### src/rtl/floppy_ram_arbiter.sv
// floppy_ram_arbiter
// Shares one single-port track-image RAM between the Disk II nibble stream
// and the host loader/flusher. Each access takes three cycles:
// IDLE (arbitrate), ACCESS (drive the RAM) and DONE (acknowledge).
// Floppy writes honour per-drive write protection, and every completed,
// unprotected floppy write marks its drive's image dirty.
module floppy_ram_arbiter #(
    parameter int ADDR_W = 18,
    parameter int DATA_W = 8
) (
    input  logic              PH_2,
    input  logic              RESET_N,
    // floppy requester
    input  logic              FLOP_REQ,
    input  logic              FLOP_WE,
    input  logic              FLOP_DRIVE,
    input  logic [ADDR_W-1:0] FLOP_ADDR,
    input  logic [DATA_W-1:0] FLOP_WDATA,
    output logic              FLOP_ACK,
    output logic [DATA_W-1:0] FLOP_RDATA,
    // host requester
    input  logic              HOST_REQ,
    input  logic              HOST_WE,
    input  logic [ADDR_W-1:0] HOST_ADDR,
    input  logic [DATA_W-1:0] HOST_WDATA,
    output logic              HOST_ACK,
    output logic [DATA_W-1:0] HOST_RDATA,
    // protection and dirty tracking
    input  logic [1:0]        WP,
    input  logic [1:0]        DIRTY_CLR,
    output logic [1:0]        DIRTY,
    output logic              WP_HIT,
    // RAM port
    output logic [ADDR_W-1:0] RAM_ADDR,
    output logic              RAM_WE,
    output logic [DATA_W-1:0] RAM_WDATA,
    input  logic [DATA_W-1:0] RAM_RDATA
);

    typedef enum logic [1:0] {
        ST_IDLE   = 2'd0,
        ST_ACCESS = 2'd1,
        ST_DONE   = 2'd2
    } state_t;

    state_t state, state_nxt;

    logic grant_flop;
    logic grant_host;

    // grant latch: who owns the access in flight and what it asked for.
    // RAM_ADDR / RAM_WDATA double as the address and data latch.
    logic host_p0;
    logic we_p0;
    logic drive_p0;

    // suppression decision taken at the close of ACCESS, reported in DONE
    logic supp_p1;

    // 1 = host was served last, so the floppy wins the next tie
    logic last_host;

    logic       wp_block;
    logic [1:0] dirty_set;

    // Arbitration and next-state selection
    always_comb begin
        state_nxt  = state;
        grant_flop = 1'b0;
        grant_host = 1'b0;
        case (state)
            ST_IDLE: begin
                if (FLOP_REQ && HOST_REQ) begin
                    if (last_host) begin
                        grant_flop = 1'b1;
                    end else begin
                        grant_host = 1'b1;
                    end
                end else if (FLOP_REQ) begin
                    grant_flop = 1'b1;
                end else if (HOST_REQ) begin
                    grant_host = 1'b1;
                end
                if (grant_flop || grant_host) begin
                    state_nxt = ST_ACCESS;
                end
            end
            ST_ACCESS: state_nxt = ST_DONE;
            ST_DONE:   state_nxt = ST_IDLE;
            default:   state_nxt = ST_IDLE;
        endcase
    end

    // Strobes derived from the state; all fall at once when reset forces IDLE
    always_comb begin
        wp_block  = !host_p0 && we_p0 && WP[drive_p0];
        RAM_WE    = (state == ST_ACCESS) && we_p0 && !wp_block;
        FLOP_ACK  = (state == ST_DONE) && !host_p0;
        HOST_ACK  = (state == ST_DONE) && host_p0;
        WP_HIT    = (state == ST_DONE) && !host_p0 && supp_p1;
        dirty_set = 2'b00;
        if ((state == ST_DONE) && !host_p0 && we_p0 && !supp_p1) begin
            dirty_set[drive_p0] = 1'b1;
        end
    end

    // State register
    always_ff @(posedge PH_2 or negedge RESET_N) begin
        if (!RESET_N) begin
            state <= ST_IDLE;
        end else begin
            state <= state_nxt;
        end
    end

    // Latch the winning request; later changes on its inputs are ignored
    always_ff @(posedge PH_2 or negedge RESET_N) begin
        if (!RESET_N) begin
            host_p0   <= 1'b0;
            we_p0     <= 1'b0;
            drive_p0  <= 1'b0;
            RAM_ADDR  <= '0;
            RAM_WDATA <= '0;
        end else if (grant_flop) begin
            host_p0   <= 1'b0;
            we_p0     <= FLOP_WE;
            drive_p0  <= FLOP_DRIVE;
            RAM_ADDR  <= FLOP_ADDR;
            RAM_WDATA <= FLOP_WDATA;
        end else if (grant_host) begin
            host_p0   <= 1'b1;
            we_p0     <= HOST_WE;
            drive_p0  <= 1'b0;
            RAM_ADDR  <= HOST_ADDR;
            RAM_WDATA <= HOST_WDATA;
        end
    end

    // Remember whether the write just presented was blocked, for WP_HIT and DIRTY
    always_ff @(posedge PH_2 or negedge RESET_N) begin
        if (!RESET_N) begin
            supp_p1 <= 1'b0;
        end else if (state == ST_ACCESS) begin
            supp_p1 <= wp_block;
        end
    end

    // RAM data is valid by the close of ACCESS, so it lands together with ACK
    always_ff @(posedge PH_2 or negedge RESET_N) begin
        if (!RESET_N) begin
            FLOP_RDATA <= '0;
            HOST_RDATA <= '0;
        end else if ((state == ST_ACCESS) && !we_p0) begin
            if (host_p0) begin
                HOST_RDATA <= RAM_RDATA;
            end else begin
                FLOP_RDATA <= RAM_RDATA;
            end
        end
    end

    // Fairness: record who was served once the access completes
    always_ff @(posedge PH_2 or negedge RESET_N) begin
        if (!RESET_N) begin
            last_host <= 1'b1;
        end else if (state == ST_DONE) begin
            last_host <= host_p0;
        end
    end

    // Dirty flags: a set in DONE overrides a simultaneous clear strobe
    always_ff @(posedge PH_2 or negedge RESET_N) begin
        if (!RESET_N) begin
            DIRTY <= 2'b00;
        end else begin
            DIRTY <= (DIRTY & ~DIRTY_CLR) | dirty_set;
        end
    end

endmodule

### config.mk
export PLATFORM = sky130hd
export DESIGN_NAME = floppy_ram_arbiter
export DESIGN_NICKNAME = d
export VERILOG_FILES = /design/src/rtl/floppy_ram_arbiter.sv
export SDC_FILE = /design/constraint.sdc
export NUM_CORES = 1
export LEC_CHECK = 0
export ABC_CLOCK_PERIOD_IN_PS = 1500
export CORE_MARGIN = 10
export CORE_UTILIZATION = 33
export CTS_BUF_LIST = sky130_fd_sc_hd__clkbuf_16
export DETAILED_ROUTE_END_ITERATION = 8
export GPL_TIMING_DRIVEN = 0
export PLACE_DENSITY = 0.68
export REMOVE_ABC_BUFFERS = 1
export SYNTH_ARGS = -nofsm -noshare
export SYNTH_HDL_FRONTEND = slang
export SYNTH_SLANG_ARGS = --single-unit
### constraint.sdc
create_clock -name PH_2 -period 1.5 [get_ports PH_2]
set_input_delay 0.15 -clock PH_2 [delete_from_list [all_inputs] [get_ports PH_2]]
set_output_delay 0.15 -clock PH_2 [all_outputs]
set_load 0.02 [all_outputs]
-- After elaboration in Yosys (flattened, before gate mapping)
Cells that the tools add are included.
- register bits after elaboration: 51
- input bits: 71
- output and inout bits: 48
- word-level logic and storage cells: 69
- reduce and logical (&&, ||, !) cells: 21
- eq/ne operators: 3
- $lt $le $gt $ge: 2
- muxes and demuxes: 28
- bitwise operators: 4
- operators with widths (cell ; number):
    2-to-1 mux 18 bit ; 2
    2-to-1 mux 1 bit ; 20
    2-to-1 mux 8 bit ; 2
    logical AND 1 bit ; 12
    zero test 1 bit ; 4
    2-to-1 mux 2 bit ; 2
    one-hot mux 2 bit (2 select lines) ; 1
    AND reduction 2 bit ; 2
    AND 2 bit ; 1
    equality test 2 x 1 -> 1 bit (second input constant) ; 1
    equality test 2 bit (second input constant) ; 1
    zero test 2 bit ; 1
    less-than comparator 1 x 2 -> 1 bit (second input constant) ; 1
    != test 2 bit (second input constant) ; 1
    NOT 2 bit ; 1
    OR 2 bit ; 1
    nonzero test 2 bit ; 1
    demux 1 bit (select 1 bit) ; 1
    >= comparator 1 bit (second input constant) ; 1
    logical OR 1 bit ; 1
    NOT 1 bit ; 1

-- Depth between registers and ports, before layout
Gate-level depths: netlist (run 1).
- depth after elaboration: 7
- mapped depth: 5
- gate-level depth less buffers: 4

-- Least setup slack after synthesis (run 1)
No wires, ideal clock.
- path kind: reg-to-output
- start: register state[0]
- end: output port WP_HIT
- buffers on the path: 0
- stages on the path, launching flop included: 3
- slack: -32 ps
- data required time: 1350 ps
- arrival time: 1382 ps
- path through: dfrtp_1 > nor3b_1 > and2_1
- longest elaborated chain between the ends: 3
- ends and longest elaborated chain (what ; RTL line ; RTL):
    from (decl) ; 46 ; state_t state, state_nxt;
    from (signal assigned) ; 112 ; state <= state_nxt;
    equality test 2 bit ; n/a ;
    logical AND 1 bit ; n/a ;
    net FLOP_ACK ; 19 ; output logic FLOP_ACK,
    logical AND 1 bit ; 100 ; WP_HIT = (state == ST_DONE) && !host_p0 && supp_p1;
    to (decl) ; 32 ; output logic WP_HIT,
The timed path passes the listed nets, and every way through them passes these cells.

-- Worst setup path after layout (run 1)
- start: register drive_p0
- end: output port RAM_WE
- longest elaborated chain between the ends: 5
- ends and longest elaborated chain (what ; RTL line ; RTL):
    from (decl) ; 55 ; logic drive_p0;
    from (signal assigned) ; 121 ; drive_p0 <= 1'b0;
    from (signal assigned) ; 127 ; drive_p0 <= FLOP_DRIVE;
    from (signal assigned) ; 133 ; drive_p0 <= 1'b0;
    2-to-1 mux 1 bit (implied by the code) (2 in series) ; 96 ; wp_block = !host_p0 && we_p0 && WP[drive_p0];
    logical AND 1 bit ; 96 ;
    zero test 1 bit ; 97 ; RAM_WE = (state == ST_ACCESS) && we_p0 && !wp_block;
    logical AND 1 bit ; 97 ;
    to (decl) ; 35 ; output logic RAM_WE,
Every way passes these cells. The select of a mux whose other input is x is not followed.

==> summary.txt, run 1 <==
Synthesis
  – Register area share after synthesis: 53.0%
  – Async set-reset flop share out of synthesis: 100%
  – Number of different library cells in the post-synthesis netlist: 32
  – Synthesis Warnings: 0
  – Post-synth EDFFs: 0
  – Synth top area cells: dfrtp_1 (52%), o2bb2ai_1 (9.1%), o311ai_0 (9.1%), mux2_2 (7.9%), a31oi_1 (6.5%)
  – Primary FF master, synth: dfrtp_1
  – FF+latch count, synth: 51
  – Synth Area per Inst: 11.9 sq um
  – Commonest cells in the netlist: dfrtp_1 (50), a31oi_1 (25), o2bb2ai_1 (25), o311ai_0 (25), mux2_2 (17)
  – Mapped cell area: 2410 sq um
  – Synth area leader: dfrtp_1
  – Area share of the largest cell type after synthesis: 51.9%
  – Most frequent cell after synthesis: dfrtp_1
  – Cells after synthesis: 202

GRT
  – First-pass GRT wire length: 13600 um
  – GRT Overall Usage: 14.8%
  – Largest net degree at the start of global routing: 43
  – Vias in the first global route: 2459
  – Antenna violations before repair: 0
  – GR Overflow Total: 0

CTS
  – Worst skew pair latency: 0.29 ns
  – Number of buffers created by CTS: 5
  – CTS tree: yes
  – Clk buf depth: 2
  – Root buffer cell: clkbuf_16
  – Clk sink count: 51
  – Number of H-tree levels: 2
  – Clock transition at path regs: 0.07 ns

Routing
  – First-pass DRT Iterations: 4
  – DRC: 0
  – Per-cell routed wire length: 21.4 um
  – Post-Route WL: 8960 um
  – Vias: 2284
  – Vias/cell: 5.46
  – Initial drt markers: 85
  – Final ANT Viol Nets: 0

Critical path
  – Crit path max fanout: 2
  – CP Capture Type: output port
  – Crit start category: register
  – Setup Crit Path Kind: register to output port
  – CP Data Arrival Time: 1.37 ns
  – Required time of the critical path: 1.35 ns

Place
  – Input/output buffers: 118
  – Pre-CTS worst setup slack: -1.92 ns
  – Final RePlAce weighted congestion: 0.708
  – Post-placement cell count: 400
  – DP HPWL: 5620 um

Layout
  – Diodes inserted: 0
  – Fillers: 626
  – Share of layout cells above drive strength 1: 17.9%
  – Layout Cells excl Fill: 418
  – Reg area: 1280 sq um
  – Layout Nets: 389
  – Layout area overhead: 66.0%
  – Fin util: 55.7%
  – Multi-input logic area: 1090 sq um

Outcome
  – Status: finished, violations left
  – Failing checks: setup timing

Power
  – Comb power frac: 55.1%
  – Sw frac: 38.9%
  – PwrDens: 2110 nW/um^2
  – Static Leak: 1.55 nW
  – Pint: 0.00516 W
  – VDD IR max: 0.950 mV
  – P_sw: 0.00329 W
  – Part of the power in registers: 29.7%
  – Clk pwr share: 15.2%

Timing
  – Rel. slew slack: 70.1%
  – Final setup violation count: 1
  – Final Slew Violations: 0
  – Unrepaired setup endpoints after global routing: true
  – Post-layout min period: 1.52 ns
  – Period utilization: 101%
  – Worst clock skew: 0.00362 ns
  – Final hold slack: 0.344 ns
  – Final Hold Violating Endpoints: 0
  – Worst Max-Slew Pin Slew: 0.448 ns
  – Peak Freq: 0.657 GHz
  – Setup ws final: -0.0211 ns
  – Setup_tns: -0.0211 ns

Floorplanning
  – Die Span Y: 105 um
  – Die area: 11100 sq um
  – Row count: 31
  – I/O pins: 119
  – Initial Util: 33.6%
  – Die Width: 105 um
  – CORE AREA: 7180 sq um

Flow run
  – Max-Cap Viols: 0

Hold path
  – HP Class: input port to asynchronous set/reset pin
-- layer usage --
metal	part of all wire (%)	up-vias	global-route usage (%)
met5	0	-	0
met4	0.49	0	3.24
met3	6.8	2	3.53
met2	50	88	25.1
met1	43	1152	18.5
li1	-	1042	-
-- flip-flops by register name (all words and copies together), names as in the netlist, 2 cells and up --
register	flops
state	2
FLOP_RDATA	8
RAM_WDATA	8
HOST_RDATA	8
RAM_ADDR	18
DIRTY	2
-- power by group through the flow --
stage               combinational, W  sequential, W  clock, W
floorplan                    0.00145        0.00315         0
global placement             0.00369        0.00243         0
detailed placement           0.00421        0.00249         0
CTS                          0.00436        0.00249   0.00131
global route                 0.00498        0.00260   0.00137
finish                       0.00466        0.00251   0.00128
-- kinds of logic (layout without fill, tap and decap cells) --
| group | count (synthesis) | count (layout) | share of synthesized area (%) |
|---|---|---|---|
| AND/OR/NAND/NOR | 21 | 23 | 6.29 |
| buffers and inverters | 30 | 145 | 5.71 |
| flip-flops | 51 | 51 | 53.0 |
| multiplexers | 17 | 17 | 7.95 |
| AO/OA/AOI/OAI | 83 | 83 | 27.0 |
-- critical path: stages (launching register included) --
cell     delay [ns]
dfrtp_1        0.41
mux2_4         0.31
nand3_2        0.08
and3_4         0.18
buf_6          0.11
-- placed cells by master (no fill, tap or decap), types with 3 or more instances in the layout --
master,synthesis,final
buf_12,0,4
a31oi_1,25,25
buf_4,4,4
clkdlybuf4s50_1,0,112
o2bb2ai_1,25,25
buf_2,8,3
mux2_2,17,9
clkbuf_16,0,6
dfrtp_1,50,48
o311ai_1,0,3
mux2_4,0,8
inv_1,8,7
o311ai_0,25,22
-- cell type report --
cell class / instances / area share [%]
repair buffers: 127 / 32.5
flip-flops and latches: 51 / 32.0
multi-input cells: 123 / 27.2
clock buffers: 5 / 3.13
well taps: 99 / 3.10
clock inverters: 3 / 0.970
inverters: 9 / 0.939
repair inverters: 1 / 0.188
-- through the flow --
stage / power [W] / instance area (sq um)
5_1_grt: 0.00895 / 4000
3_5_place_dp: 0.00669 / 3650
2_1_floorplan: 0.00460 / 2300
4_1_cts: 0.00816 / 3900
3_3_place_gp: 0.00612 / 3610
6_report: 0.00845 / 4000
-- final timing paths --
| path | start | end | slack [ns] | depth (start not counted) |
|---|---|---|---|---|
| max | drive_p0$_DFFE_PN0P_ | RAM_WE | -0.02 | 4 |
| min | RESET_N | HOST_RDATA[5]$_DFFE_PN0P_ | 0.34 | 2 |
| max reg2reg | state[1]$_DFFE_PN0P_ | HOST_RDATA[5]$_DFFE_PN0P_ | 0.04 | 4 |
| min reg2reg | supp_p1$_DFFE_PN0N_ | supp_p1$_DFFE_PN0N_ | 0.49 | 2 |
| max in group asynchronous | RESET_N | last_host$_DFFE_PN1N_ | 0.55 | 3 |
| min in group PH_2 | FLOP_REQ | RAM_ADDR[1]$_DFFE_PN0P_ | 0.39 | 3 |
-- timing repair --
| item | in CTS | in global routing |
|---|---|---|
| hold endpoints to repair | 18 | 0 |
| setup buffers | 3 | 2 |
| gates resized for setup | 37 | 12 |
| hold buffers | 1 | 0 |
| endpoints found under the setup margin | 42 | 12 |
| pin swaps | 4 | 3 |
| gates cloned | 1 | 3 |
No activity file was read; power rests on OpenSTA's default activity.
==> inputs of run 2 (changes only) <==
--- a/config.mk
+++ b/config.mk
@@ -5,7 +5,7 @@
 export SDC_FILE = /design/constraint.sdc
 export NUM_CORES = 1
 export LEC_CHECK = 0
-export ABC_CLOCK_PERIOD_IN_PS = 1500
+export ABC_CLOCK_PERIOD_IN_PS = 1710
 export CORE_MARGIN = 10
 export CORE_UTILIZATION = 33
 export CTS_BUF_LIST = sky130_fd_sc_hd__clkbuf_16
==> constraint.sdc (replaced) <==
create_clock -name PH_2 -period 1.71 [get_ports PH_2]
set_input_delay 0.171 -clock PH_2 [delete_from_list [all_inputs] [get_ports PH_2]]
set_output_delay 0.171 -clock PH_2 [all_outputs]
set_load 0.02 [all_outputs]
==> summary.txt, run 2 (same netlist as run 1, synthesis figures left out) <==
Outcome
  – Status: finished clean (was finished, violations left)

Layout
  – Reg area: 1280 sq um (about the same)
  – Share of layout cells above drive strength 1: 14.1% (was 17.9%)
  – Layout Nets: 383 (was 389)
  – Biggest register: RAM_ADDR (unchanged)
  – Layout area overhead: 60.8% (was 66.0%)
  – Multi-input logic area: 1030 sq um (was 1090 sq um)
  – Fin util: 54.0% (was 55.7%)
  – Fillers: 639 (was 626)
  – Diodes inserted: 0 (unchanged)
  – Most common cell after layout, fill and taps aside: clkdlybuf4s50_1 (unchanged)
  – Commonest non-fill, non-tap cells in the layout: clkdlybuf4s50_1 (112), dfrtp_1 (50), a31oi_1 (25), o2bb2ai_1 (25), o311ai_0 (24) (was clkdlybuf4s50_1 (112), dfrtp_1 (48), a31oi_1 (25), o2bb2ai_1 (25), o311ai_0 (22))
  – Max reg flops: 18 (unchanged)

CTS
  – Clk buf depth: 2 (unchanged)
  – Number of buffers created by CTS: 5 (unchanged)
  – Worst skew pair latency: 0.28 ns (was 0.29 ns)
  – Clock transition at path regs: 0.07 ns (about the same)
  – Root buffer cell: clkbuf_16 (unchanged)
  – CTS tree: yes (unchanged)
  – Number of H-tree levels: 2 (unchanged)
  – Clk sink count: 51 (unchanged)

Critical path
  – Crit start category: register (unchanged)
  – CP top delay family: flip-flops (unchanged)
  – Worst path bufs/invs: 1 (unchanged)
  – Largest stage delay on the critical path: 0.47 ns (was 0.41 ns)
  – Crit path max fanout: 4 (was 2)
  – CP Data Arrival Time: 1.47 ns (was 1.37 ns)
  – Crit-path cells: nor3b_2 > and2_1 > dlygate4sd2_1 (was mux2_4 > nand3_2 > and3_4 > buf_6)
  – CP Capture Type: output port (unchanged)
  – CP max-delay cell: dfrtp_1 (unchanged)
  – Required time of the critical path: 1.54 ns (was 1.35 ns)
  – Setup Crit Path Kind: register to output port (unchanged)

Power
  – Sw frac: 39.0% (was 38.9%)
  – Comb power frac: 53.2% (was 55.1%)
  – Pint: 0.00428 W (was 0.00516 W)
  – P_sw: 0.00274 W (was 0.00329 W)
  – Pwr Total: 0.00703 W (was 0.00845 W)
  – VDD IR max: 0.746 mV (was 0.950 mV)
  – Part of the power in registers: 30.9% (was 29.7%)
  – PwrDens: 1810 nW/um^2 (was 2110 nW/um^2)
  – Static Leak: 1.49 nW (was 1.55 nW)
  – Clk pwr share: 16.0% (was 15.2%)

Place
  – Pre-CTS worst setup slack: -1.73 ns (was -1.92 ns)
  – DP HPWL: 5620 um (unchanged)
  – Input/output buffers: 118 (unchanged)
  – Final RePlAce weighted congestion: 0.708 (unchanged)

Floorplanning
  – I/O pins: 119 (unchanged)
  – Row count: 31 (unchanged)
  – CORE AREA: 7180 sq um (unchanged)
  – Initial Util: 33.6% (unchanged)
  – Die Width: 105 um (unchanged)
  – Die Span Y: 105 um (unchanged)
  – Die area: 11100 sq um (unchanged)

Timing
  – Peak Freq: 0.610 GHz
  – Period utilization: 95.9%
  – Worst Max-Slew Pin Slew: 0.455 ns (was 0.448 ns)
  – Final setup violation count: 0 (was 1)
  – Post-layout min period: 1.64 ns
  – Rel. slew slack: 69.7% (was 70.1%)
  – Setup_tns: 0 ns (was -0.0211 ns)
  – Unrepaired setup endpoints after global routing: false (was true)
  – Worst clock skew: 0.00634 ns (was 0.00362 ns)
  – Final Hold Violating Endpoints: 0 (unchanged)
  – Setup ws final: 0.0704 ns (was -0.0211 ns)
  – Final Slew Violations: 0 (unchanged)

GRT
  – Antenna violations before repair: 0 (unchanged)
  – GRT Overall Usage: 14.7% (was 14.8%)
  – Largest net degree at the start of global routing: 43 (unchanged)
  – Vias in the first global route: 2445 (was 2459)
  – First-pass GRT wire length: 13400 um (was 13600 um)
  – GR Overflow Total: 0 (unchanged)

Routing
  – Vias/cell: 5.33 (was 5.46)
  – Initial drt markers: 92 (was 85)
  – Final ANT Viol Nets: 0 (unchanged)
  – DRC: 0 (unchanged)
  – Post-Route WL: 8180 um (was 8960 um)
  – Per-cell routed wire length: 19.8 um (was 21.4 um)
  – First-pass DRT Iterations: 4 (unchanged)
  – Vias: 2198 (was 2284)

Flow run
  – Max-Cap Viols: 0 (unchanged)

Hold path
  – HP Class: input port to asynchronous set/reset pin (unchanged)
==> run 2: changes by cell type in the layout (fill, tap and decap cells not counted), sizes merged <==
cell | previous run | this run
clkbuf | 7 | 6
dlygate4sd2 | 0 | 2
clkdlybuf4s15 | 0 | 1
or2 | 2 | 1
nand2b | 4 | 3
buf | 12 | 6
==> run 2: final timing paths <==
| path | start | end | slack (ns) | cells after the start |
|---|---|---|---|---|
| hold / removal | RESET_N | HOST_RDATA[6]$_DFFE_PN0P_ | 0.37 | 2 |
| hold reg to reg | RAM_WDATA[1]$_DFFE_PN0P_ | RAM_WDATA[1]$_DFFE_PN0P_ | 0.49 | 1 |
| setup reg to reg | last_host$_DFFE_PN1N_ | RAM_WDATA[4]$_DFFE_PN0P_ | 0.19 | 3 |
| min in group PH_2 | DIRTY_CLR[1] | DIRTY[1]$_DFF_PN0_ | 0.44 | 2 |
| max in group asynchronous | RESET_N | last_host$_DFFE_PN1N_ | 0.75 | 3 |
| setup / recovery | state[0]$_DFFE_PN0P_ | WP_HIT | 0.07 | 3 |
==> run 2: area by class of cell <==
type	instances	area share (%)
Clock buffer	5	3.23
Sequential cell	51	33.0
Multi-Input combinational cell	121	26.6
Timing Repair Buffer	123	31.8
Tap cell	99	3.20
Timing Repair inverter	1	0.194
Inverter	9	0.969
Clock inverter	3	1.00
==> run 2: what timing repair did <==
action,CTS,global route
endpoints found under the setup margin,34,30
pin swaps,0,2
buffers inserted,1,1
resized for setup,19,6
cloned,1,0
endpoints found under the hold margin,18,0
hold buffers,1,0
==> run 2: power groups by stage <==
stage                     registers [W]  clock network (W)  logic, W
after floorplan                 0.00276                  0   0.00132
after global placement          0.00215                  0   0.00333
after detailed placement        0.00218                  0   0.00369
after global routing            0.00225            0.00120   0.00401
after CTS                       0.00217            0.00115   0.00375
final                           0.00217            0.00112   0.00374
==> run 2: worst reg2reg max path: stages (launching register included) <==
cell	delay, ns
dfstp_2	0.54
and2b_2	0.38
o311ai_0	0.38
o2bb2ai_1	0.11
==> run 2: per-stage QoR <==
| step | instances | hold WS [ns] | cell area (sq um) |
|---|---|---|---|
| after detailed placement | 400 | 0.140 | 3650 |
| after floorplan | 181 | -0.125 | 2300 |
| after CTS | 411 | 0.366 | 3860 |
| after global placement | 398 | 0.470 | 3610 |
| after global routing | 412 | 0.413 | 3870 |
| final | 412 | 0.367 | 3870 |
==> run 2: layer usage <==
| layer | up-vias | part of all wire [%] | wire length [um] | global-route usage (%) |
|---|---|---|---|---|
| met2 | 73 | 49 | 4020 | 25.0 |
| li1 | 1027 | - | - | - |
| met5 | - | 0 | 0 | 0 |
| met3 | 2 | 5.3 | 432 | 3.53 |
| met1 | 1096 | 45 | 3680 | 18.4 |
| met4 | 0 | 0.54 | 44 | 3.24 |
==> inputs of run 3 (changes only) <==
--- a/config.mk
+++ b/config.mk
@@ -6,10 +6,12 @@
 export NUM_CORES = 1
 export LEC_CHECK = 0
 export ABC_CLOCK_PERIOD_IN_PS = 1710
-export CORE_MARGIN = 10
+export CORE_MARGIN = 2
 export CORE_UTILIZATION = 33
 export CTS_BUF_LIST = sky130_fd_sc_hd__clkbuf_16
+export CTS_CLUSTER_DIAMETER = 60
 export DETAILED_ROUTE_END_ITERATION = 8
+export GPL_ROUTABILITY_DRIVEN = 0
 export GPL_TIMING_DRIVEN = 0
 export PLACE_DENSITY = 0.68
 export REMOVE_ABC_BUFFERS = 1
==> summary.txt, run 3 (same netlist as run 1, synthesis figures left out) <==
Outcome
  – Status: finished clean (unchanged)

Critical path
  – CP Capture Type: output port (unchanged)
  – Worst Reg2Reg Path Length in Cells: 3 (unchanged)
  – Worst r2r src: last_host$_DFFE_PN1N_ (unchanged)
  – Crit-path cells: nand2b_1 > nor2_1 > dlygate4sd2_1 (was nor3b_2 > and2_1 > dlygate4sd2_1)
  – Largest stage delay on the critical path: 0.48 ns (was 0.47 ns)
  – Required time of the critical path: 1.54 ns (about the same)
  – Setup Crit Path Kind: register to output port (unchanged)
  – CP max-delay cell: dfrtp_2 (was dfrtp_1)
  – CP Data Arrival Time: 1.44 ns (was 1.47 ns)
  – Worst path bufs/invs: 1 (unchanged)
  – CP top delay family: flip-flops (unchanged)
  – Crit start category: register (unchanged)
  – Crit path max fanout: 5 (was 4)
  – Reg-to-reg critical path endpoint: RAM_ADDR[6]$_DFFE_PN0P_ (was RAM_WDATA[4]$_DFFE_PN0P_)
  – R2R Setup Slk: 0.15 ns (was 0.19 ns)

CTS
  – Clock transition at path regs: 0.07 ns (about the same)
  – Clk sink count: 51 (unchanged)
  – Number of H-tree levels: 2 (unchanged)
  – Number of buffers created by CTS: 5 (unchanged)
  – CTS tree: yes (unchanged)
  – Root buffer cell: clkbuf_16 (unchanged)
  – Worst skew pair latency: 0.29 ns (was 0.28 ns)
  – Clk buf depth: 2 (unchanged)

Floorplanning
  – Die Span Y: 89.4 um (was 105 um)
  – Row count: 31 (unchanged)
  – I/O pins: 119 (unchanged)
  – Initial Util: 33.6% (unchanged)
  – Die Width: 89.4 um (was 105 um)
  – Die area: 8000 sq um (was 11100 sq um)
  – CORE AREA: 7180 sq um (unchanged)

Timing
  – Final Hold Violating Endpoints: 0 (unchanged)
  – Worst clock skew: 0.00828 ns (was 0.00634 ns)
  – Peak Freq: 0.620 GHz (was 0.610 GHz)
  – Final Slew Violations: 0 (unchanged)
  – Worst Max-Slew Pin Slew: 0.652 ns (was 0.455 ns)
  – Final setup violation count: 0 (unchanged)
  – Setup ws final: 0.0982 ns (was 0.0704 ns)
  – Unrepaired setup endpoints after global routing: false (unchanged)
  – Setup_tns: 0 ns (unchanged)
  – Rel. slew slack: 56.5% (was 69.7%)
  – Post-layout min period: 1.61 ns (was 1.64 ns)
  – Period utilization: 94.3% (was 95.9%)

Layout
  – Max reg flops: 18 (unchanged)
  – Layout Cells excl Fill: 413 (was 412)
  – Layout area overhead: 60.1% (was 60.8%)
  – Layout Nets: 384 (was 383)
  – Diodes inserted: 0 (unchanged)
  – Biggest register: RAM_ADDR (unchanged)
  – Share of layout cells above drive strength 1: 15.3% (was 14.1%)
  – Most common cell after layout, fill and taps aside: clkdlybuf4s50_1 (unchanged)
  – Commonest non-fill, non-tap cells in the layout: clkdlybuf4s50_1 (112), dfrtp_1 (48), a31oi_1 (25), o2bb2ai_1 (25), o311ai_0 (21) (was clkdlybuf4s50_1 (112), dfrtp_1 (50), a31oi_1 (25), o2bb2ai_1 (25), o311ai_0 (24))

Power
  – PwrDens: 1800 nW/um^2 (was 1810 nW/um^2)
  – VDD IR max: 0.899 mV (was 0.746 mV)
  – Static Leak: 1.49 nW (about the same)

Place
  – DP HPWL: 4780 um (was 5620 um)
  – Input/output buffers: 118 (unchanged)
  – Pre-CTS worst setup slack: -1.73 ns (about the same)
  – Post-placement cell count: 400 (unchanged)

Hold path
  – HP Class: input port to asynchronous set/reset pin (unchanged)

GRT
  – GRT Overall Usage: 19.3% (was 14.7%)
  – First-pass GRT wire length: 11900 um (was 13400 um)
  – Largest net degree at the start of global routing: 35 (was 43)
  – GR Overflow Total: 0 (unchanged)
  – Vias in the first global route: 2306 (was 2445)
  – Antenna violations before repair: 0 (unchanged)

Routing
  – Vias/cell: 5.41 (was 5.33)
  – Initial drt markers: 119 (was 92)
  – Post-Route WL: 7580 um (was 8180 um)
  – DRC: 0 (unchanged)
  – Per-cell routed wire length: 18.3 um (was 19.8 um)
  – Vias: 2236 (was 2198)
  – Final ANT Viol Nets: 0 (unchanged)
  – First-pass DRT Iterations: 5 (was 4)

Flow run
  – Max-Cap Viols: 0 (unchanged)
## run 3: how the worst max path moves through the flow
stage / from / depth (start not counted) / slack (ns) / end
after floorplan: state[0]$_DFFE_PN0P_ / 4 / -1.38 / RAM_ADDR[7]$_DFFE_PN0P_
after global placement: state[0]$_DFFE_PN0P_ / 4 / -2.84 / RAM_ADDR[8]$_DFFE_PN0P_
after detailed placement: FLOP_REQ / 5 / -1.73 / RAM_ADDR[8]$_DFFE_PN0P_
after CTS: state[0]$_DFFE_PN0P_ / 3 / 0.009 / WP_HIT
after global routing: state[0]$_DFFE_PN0P_ / 3 / 0.02 / HOST_ACK
final: state[0]$_DFFE_PN0P_ / 3 / 0.1 / HOST_ACK
## run 3: cell type report
class	count	area, sq um
clock buffers	5	125
fillers	637	3320
clock inverters	3	20.0
well taps	99	124
inverters	9	37.5
flip-flops and latches	51	1280
repair buffers	123	1230
multi-input cells	122	1030
repair inverters	1	7.51
## run 3: what timing repair did
action / 4_1_cts / 5_1_grt
hold buffers: 1 / 0
hold endpoints to repair: 17 / 0
cloned: 2 / 0
setup endpoints to repair: 34 / 30
gates resized for setup: 20 / 10
pin swaps: 1 / 0
buffers inserted: 2 / 0
## run 3: metal layers
metal / global-route usage, % / vias to the layer above / routed length (um)
li1: - / 1040 / -
met1: 25.4 / 1111 / 3390
met4: 6.24 / 0 / 96
met5: 0 / - / 0
met2: 32.6 / 79 / 3730
met3: 3.14 / 6 / 354
## run 3: power by group
part | internal (W) | leakage, nW | total [W] | switching, W
clock | 0.000543 | 0.0716 | 0.000999 | 0.000455
combinational | 0.00182 | 0.795 | 0.00375 | 0.00193
sequential | 0.00181 | 0.622 | 0.00219 | 0.000390
total | 0.00417 | 1.49 | 0.00694 | 0.00277
## run 3: per-stage QoR
| stage | total power [W] | util (%) | cell area, sq um | hold slack [ns] |
|---|---|---|---|---|
| floorplan | 0.00408 | - | 2300 | -0.125 |
| global placement | 0.00540 | 50.3 | 3610 | 0.472 |
| detailed placement | 0.00587 | 51.0 | 3660 | 0.137 |
| CTS | 0.00699 | 53.8 | 3860 | 0.361 |
| global route | 0.00738 | 53.7 | 3860 | 0.385 |
| finish | 0.00694 | 53.7 | 3860 | 0.365 |
